<file path="src/rtl/bcd_subtractor_serial.sv">
// Digit-serial packed-BCD subtractor: diff = a - b - bin, one digit per clock, LSD first.
// Out-of-range input digits short-circuit to FIN with invalid=1 and a zero result.
module bcd_subtractor_serial #(
    parameter int unsigned DIGITS = 4
) (
    input  logic                  clk,
    input  logic                  rst_n,
    input  logic                  start,
    input  logic [4*DIGITS-1:0]   a,
    input  logic [4*DIGITS-1:0]   b,
    input  logic                  bin,
    output logic                  busy,
    output logic                  done,
    output logic [4*DIGITS-1:0]   diff,
    output logic                  borrow_out,
    output logic                  invalid
);

    localparam int unsigned W  = 4 * DIGITS;
    localparam int unsigned IW = (DIGITS > 1) ? $clog2(DIGITS) : 1;
    localparam logic [IW-1:0] LAST_IDX = IW'(DIGITS - 1);

    typedef enum logic [1:0] {
        S_IDLE = 2'd0,
        S_RUN  = 2'd1,
        S_FIN  = 2'd2
    } state_e;

    state_e         state_q, state_d;
    logic [W-1:0]   a_q, a_d;
    logic [W-1:0]   b_q, b_d;
    logic [W-1:0]   diff_q, diff_d;
    logic [IW-1:0]  idx_q, idx_d;
    logic           brw_q, brw_d;
    logic           borrow_q, borrow_d;
    logic           invalid_q, invalid_d;
    logic           busy_q, busy_d;
    logic           done_q, done_d;

    logic [3:0]     a_dig_c, b_dig_c, res_dig_c;
    logic [4:0]     t_c;
    logic           in_bad_c;

    function automatic logic has_bad_digit(input logic [W-1:0] v);
        logic bad;
        bad = 1'b0;
        for (int unsigned i = 0; i < DIGITS; i++) begin
            if (v[4*i +: 4] > 4'd9) bad = 1'b1;
        end
        return bad;
    endfunction

    // Current digit pair selected by the digit index.
    always_comb begin
        a_dig_c = 4'd0;
        b_dig_c = 4'd0;
        for (int unsigned i = 0; i < DIGITS; i++) begin
            if (idx_q == IW'(i)) begin
                a_dig_c = a_q[4*i +: 4];
                b_dig_c = b_q[4*i +: 4];
            end
        end
        // 5-bit signed difference; bit 4 set means the digit went negative.
        t_c       = 5'({1'b0, a_dig_c}) - 5'({1'b0, b_dig_c}) - 5'(brw_q);
        res_dig_c = t_c[4] ? 4'(t_c[3:0] + 4'd10) : t_c[3:0];
        in_bad_c  = has_bad_digit(a) | has_bad_digit(b);
    end

    always_comb begin
        state_d   = state_q;
        a_d       = a_q;
        b_d       = b_q;
        diff_d    = diff_q;
        idx_d     = idx_q;
        brw_d     = brw_q;
        borrow_d  = borrow_q;
        invalid_d = invalid_q;
        busy_d    = busy_q;
        done_d    = 1'b0;

        // busy drops the cycle after the done pulse.
        if (done_q) busy_d = 1'b0;

        case (state_q)
            S_IDLE: begin
                if (start && !busy_q) begin
                    a_d       = a;
                    b_d       = b;
                    diff_d    = '0;
                    borrow_d  = 1'b0;
                    idx_d     = '0;
                    busy_d    = 1'b1;
                    if (in_bad_c) begin
                        invalid_d = 1'b1;
                        brw_d     = 1'b0;
                        state_d   = S_FIN;
                    end else begin
                        invalid_d = 1'b0;
                        brw_d     = bin;
                        state_d   = S_RUN;
                    end
                end
            end
            S_RUN: begin
                for (int unsigned i = 0; i < DIGITS; i++) begin
                    if (idx_q == IW'(i)) diff_d[4*i +: 4] = res_dig_c;
                end
                brw_d = t_c[4];
                idx_d = idx_q + 1'b1;
                if (idx_q == LAST_IDX) state_d = S_FIN;
            end
            S_FIN: begin
                borrow_d = brw_q;
                done_d   = 1'b1;
                state_d  = S_IDLE;
            end
            default: state_d = S_IDLE;
        endcase
    end

    always_ff @(posedge clk or negedge rst_n) begin
        if (!rst_n) begin
            state_q   <= S_IDLE;
            a_q       <= '0;
            b_q       <= '0;
            diff_q    <= '0;
            idx_q     <= '0;
            brw_q     <= 1'b0;
            borrow_q  <= 1'b0;
            invalid_q <= 1'b0;
            busy_q    <= 1'b0;
            done_q    <= 1'b0;
        end else begin
            state_q   <= state_d;
            a_q       <= a_d;
            b_q       <= b_d;
            diff_q    <= diff_d;
            idx_q     <= idx_d;
            brw_q     <= brw_d;
            borrow_q  <= borrow_d;
            invalid_q <= invalid_d;
            busy_q    <= busy_d;
            done_q    <= done_d;
        end
    end

    assign busy       = busy_q;
    assign done       = done_q;
    assign diff       = diff_q;
    assign borrow_out = borrow_q;
    assign invalid    = invalid_q;

endmodule

</file>
<file path="config.mk">
export PLATFORM = sky130hd
export DESIGN_NAME = bcd_subtractor_serial
export DESIGN_NICKNAME = d
export VERILOG_FILES = /design/src/rtl/bcd_subtractor_serial.sv
export SDC_FILE = /design/constraint.sdc
export NUM_CORES = 1
export LEC_CHECK = 0
export BUFFER_PORTS_ARGS = -buffer_cell sky130_fd_sc_hd__buf_2
export CAP_MARGIN = 15
export CORE_ASPECT_RATIO = 2
export CORE_MARGIN = 1.5
export CORE_UTILIZATION = 49
export CTS_CLUSTER_DIAMETER = 100
export DETAILED_ROUTE_END_ITERATION = 8
export PLACE_DENSITY = 0.77
export SLEW_MARGIN = 20
export SYNTH_ARGS = -nofsm -noshare
export SYNTH_HDL_FRONTEND = slang
export SYNTH_SLANG_ARGS = --single-unit
</file>
<file path="constraint.sdc">
create_clock -name clk -period 3.6 [get_ports clk]
set_input_delay 0.36 -clock clk [delete_from_list [all_inputs] [get_ports clk]]
set_output_delay 0.36 -clock clk [all_outputs]
set_load 0.02 [all_outputs]
</file>
==> results.md <==
* Reg-to-reg slack, setup at 0.16 ns
* Post-CTS Hold Fix Bufs at 0
* Relative slew slack at 55.6%
* Tot Pwr at 0.00147 W
* HPWL Detailed at 4900 microns
* Simple-gate share of the synthesized area at 24.2%
* Via count at 2482
* Vias in the first global route at 2408
* Synth Area in XOR/XNOR at 1.82%
* Global Route met3 Usage at 7.00%
* Setup violations, final at 0
* Area contributors post-synth: dfrtp_1, nand2_1, a21oi_1
* Mux contribution to synthesized area at 0.532%
* Clk buf depth at 2
* Max Clk Rate at 290 MHz
* Cell family with most CP delay: adder cells
* Initial antenna violation count at 0
* GP Congestion at 0.862
* Synth top area share at 50.5%
* Placed cell areas at 3160 sq um
* Fillers at 470
* Die H at 110 microns
* Worst-Skew Late Latency at 0.33 ns
* Final antenna-violating net count at 0
* Final hold violation count at 0
* CP Depth at 16
* Die ar. at 6250 sq um
* Fin util at 62.3%
* Yosys cell types at 38
* Sequential fraction of the synthesis area at 50.5%
* Reg clk slew, reported paths at 0.05 ns
* Synth Warn # at 0
* Layout cells sized above 1 at 24.4%
* Skew final at 0.00779 ns
* Sequential cell area at 1430 sq um
* Largest family of logic cells by synthesized area: simple AND/OR/NAND/NOR gates
* Ys flop type: dfrtp_1
* IO Port Bufs at 55
* Multi-input gate area at 1340 sq um
* Final Critical Period at 3.44 ns
* Slowest-stage cell, CP: dfrtp_1
* Total Wirelength at 6810 microns
* Core outline area at 5610 sq um
* Slew Viols, Final at 0
* Critical Path Most Common Cell: a21oi_1
* M2 GR Usage at 38.3%
* Final net count at 431
* Grt met1 use at 27.3%
* Die X at 56.7 microns
* Startpoint Class: flop
* Post-synth EDFFs at 0
* Worst EP required at 3.81 ns
* Global-route wire length before repair at 11100 microns
* Total inserted antenna cells at 0
* Clock tree root driver cell: clkbuf_16
* Vias/cell at 5.52
* Mapped Nets at 370
* Adder-Cell Fraction of Synth Area at 5.41%
* Avg Cell Area, Syn at 8.74 sq um
* Crit path launch: idx_q[0]
* Fin area at 3490 sq um
* Pwr/cell area at 420 nW/um^2
* Final period utilization at 95.7%
* Drt first pass iters at 4
* CTS buffer count at 9
* # Max-Cap Violations at 0
* Number of cells produced by synthesis at 323
* Share of async-settable or async-resettable flops after synthesis at 100%
* Compound-cell area share of the yosys netlist at 13.7%
* Netlist Area Pre-Place at 2820 sq um
* End of the critical path: diff[11]
* Post-synth top area cell: dfrtp_1
* CP arrival at 3.66 ns
* Busiest grt layer: met2
* Crit-path cells: inv_2 -> ha_4 -> nand3b_1 -> a21oi_1 -> a21oi_1 -> nor2_1 -> a21oi_1 -> fa_1 -> inv_1 -> fa_1 -> ha_1 -> and4bb_2 -> a21oi_1 -> and3_2 -> xor2_2 -> o21ai_0
* WHS at 0.0127 ns
* Critical path's largest stage delay at 0.46 ns
* Overflow after GRT at 0
* Max IR drop VDD at 0.474 mV
* CP Buf/Inv Count at 2
* R2R depth at 16
* Yosys reg bits at 57
* # DRC at 0
* Area grow syn2layout at 23.8%
* WS Path Type: reg -> reg
* Largest net degree at the start of global routing at 35
* Status: finished, final reports clean
* # rows at 39
* FF-to-FF End: diff[11]
* Crit path capture type: flop
* # IOs at 56
* Hold WC Path Type: in -> async
* Setup_tns at 0 ns
* Starting Density at 50.3%
* R2r startpoint: idx_q[0]
* Worst-Margin Slew at 0.667 ns
* Drt initial violations at 100
* Clock Sinks at 57
* H-Tree Depth at 3
* CTS tree: built
* CP max FO at 6
* Avg WL per Cell at 15.1 microns
* Tot GR Track Use at 23.6%
* Cell leakage power at 1.78 nW
[metrics by stage]
stage / setup slack [ns] / instances
floorplan: 0.113 / 323
global placement: 0.239 / 432
detailed placement: 0.0631 / 432
CTS: 0.0317 / 448
global route: -0.0482 / 450
finish: 0.155 / 450
[how the worst min path moves through the flow]
stage	slack, ns	depth (start not counted)	start	to
global placement	0.36	1	rst_n	a_q[4]
finish	0.01	1	rst_n	a_q[8]
floorplan	0.06	0	rst_n	a_q[0]
detailed placement	0.38	1	rst_n	a_q[4]
CTS	0.03	1	rst_n	a_q[4]
global route	0.05	1	rst_n	a_q[4]
[metal layers]
metal  routed length (microns)  share of wire [%]
met1                      2760                 41
met2                      3410                 50
met3                       403                5.9
met4                       234                3.4
met5                         0                  0
[cell usage after synthesis (2+ instances only)]
library cell / instances
buf_6: 2
a32o_1: 4
xnor2_1: 2
o21ai_1: 2
nor2_1: 7
nand4_1: 2
nand2b_1: 4
inv_1: 7
xor2_1: 2
and3_1: 2
dfrtp_1: 57
ha_1: 9
nand3_1: 2
nand2_1: 129
o21ai_0: 23
a21oi_1: 25
o21bai_1: 2
nor3_1: 2
buf_2: 3
o21ai_2: 2
fa_1: 2
nand3b_1: 8
clkbuf_1: 9
nor2b_1: 2
[sequential cells by signal, indices dropped and copies added (netlist names), 2 cells and up]
name	count
a_q	16
b_q	16
diff	16
idx_q	2
state_q	2
[logic make-up after synthesis]
group / Yosys count
buffers and inverters: 22
AO/OA/AOI/OAI: 66
AND/OR/NAND/NOR: 161
XOR/XNOR: 5
multiplexers: 1
flip-flops: 57
adder cells (fa/ha/maj): 11
[timing repair]
action | CTS | global route
setup buffers | 0 | 2
gates resized for setup | 0 | 13
setup endpoints to repair | 0 | 8
[cell usage in the layout (no fill, tap or decap), types with 2 or more instances in the layout]
cell type,n
o21ai_2,3
buf_2,55
clkinv_2,3
buf_4,10
nand4_1,2
nand3_1,2
xor2_2,2
a32o_1,4
a21oi_1,25
nor3_1,2
ha_1,6
o21ai_1,3
xnor2_1,2
fa_1,2
nand3b_1,8
ha_4,2
o21bai_1,2
dfrtp_1,57
nor2b_1,2
inv_1,5
clkbuf_16,9
nand2_1,129
inv_2,2
clkbuf_1,2
nor2_1,7
clkbuf_8,2
o21ai_0,21
nand2b_1,4
[worst reg2reg max path, stage by stage (launching register included)]
cell,delay (ns)
dfrtp_1,0.46
inv_2,0.13
ha_4,0.18
nand3b_1,0.09
a21oi_1,0.18
a21oi_1,0.06
nor2_1,0.10
a21oi_1,0.06
fa_1,0.37
inv_1,0.10
fa_1,0.46
ha_1,0.24
and4bb_2,0.29
a21oi_1,0.04
and3_2,0.25
xor2_2,0.22
o21ai_0,0.10
[where the power goes]
group	internal, W	total (W)	leakage, nW	switching, W
registers	0.000642	0.000642	0.734	0
logic	0.0000161	0.0000398	0.911	0.0000236
clock network	0.000499	0.000785	0.139	0.000287
[layout make-up]
type / count / share of cell area, %
flip-flops and latches: 57 / 40.8
multi-input cells: 244 / 38.3
repair buffers: 65 / 10.0
clock buffers: 13 / 7.45
well taps: 61 / 2.18
inverters: 7 / 0.752
clock inverters: 3 / 0.430
(Power assumes the default switching activity.)
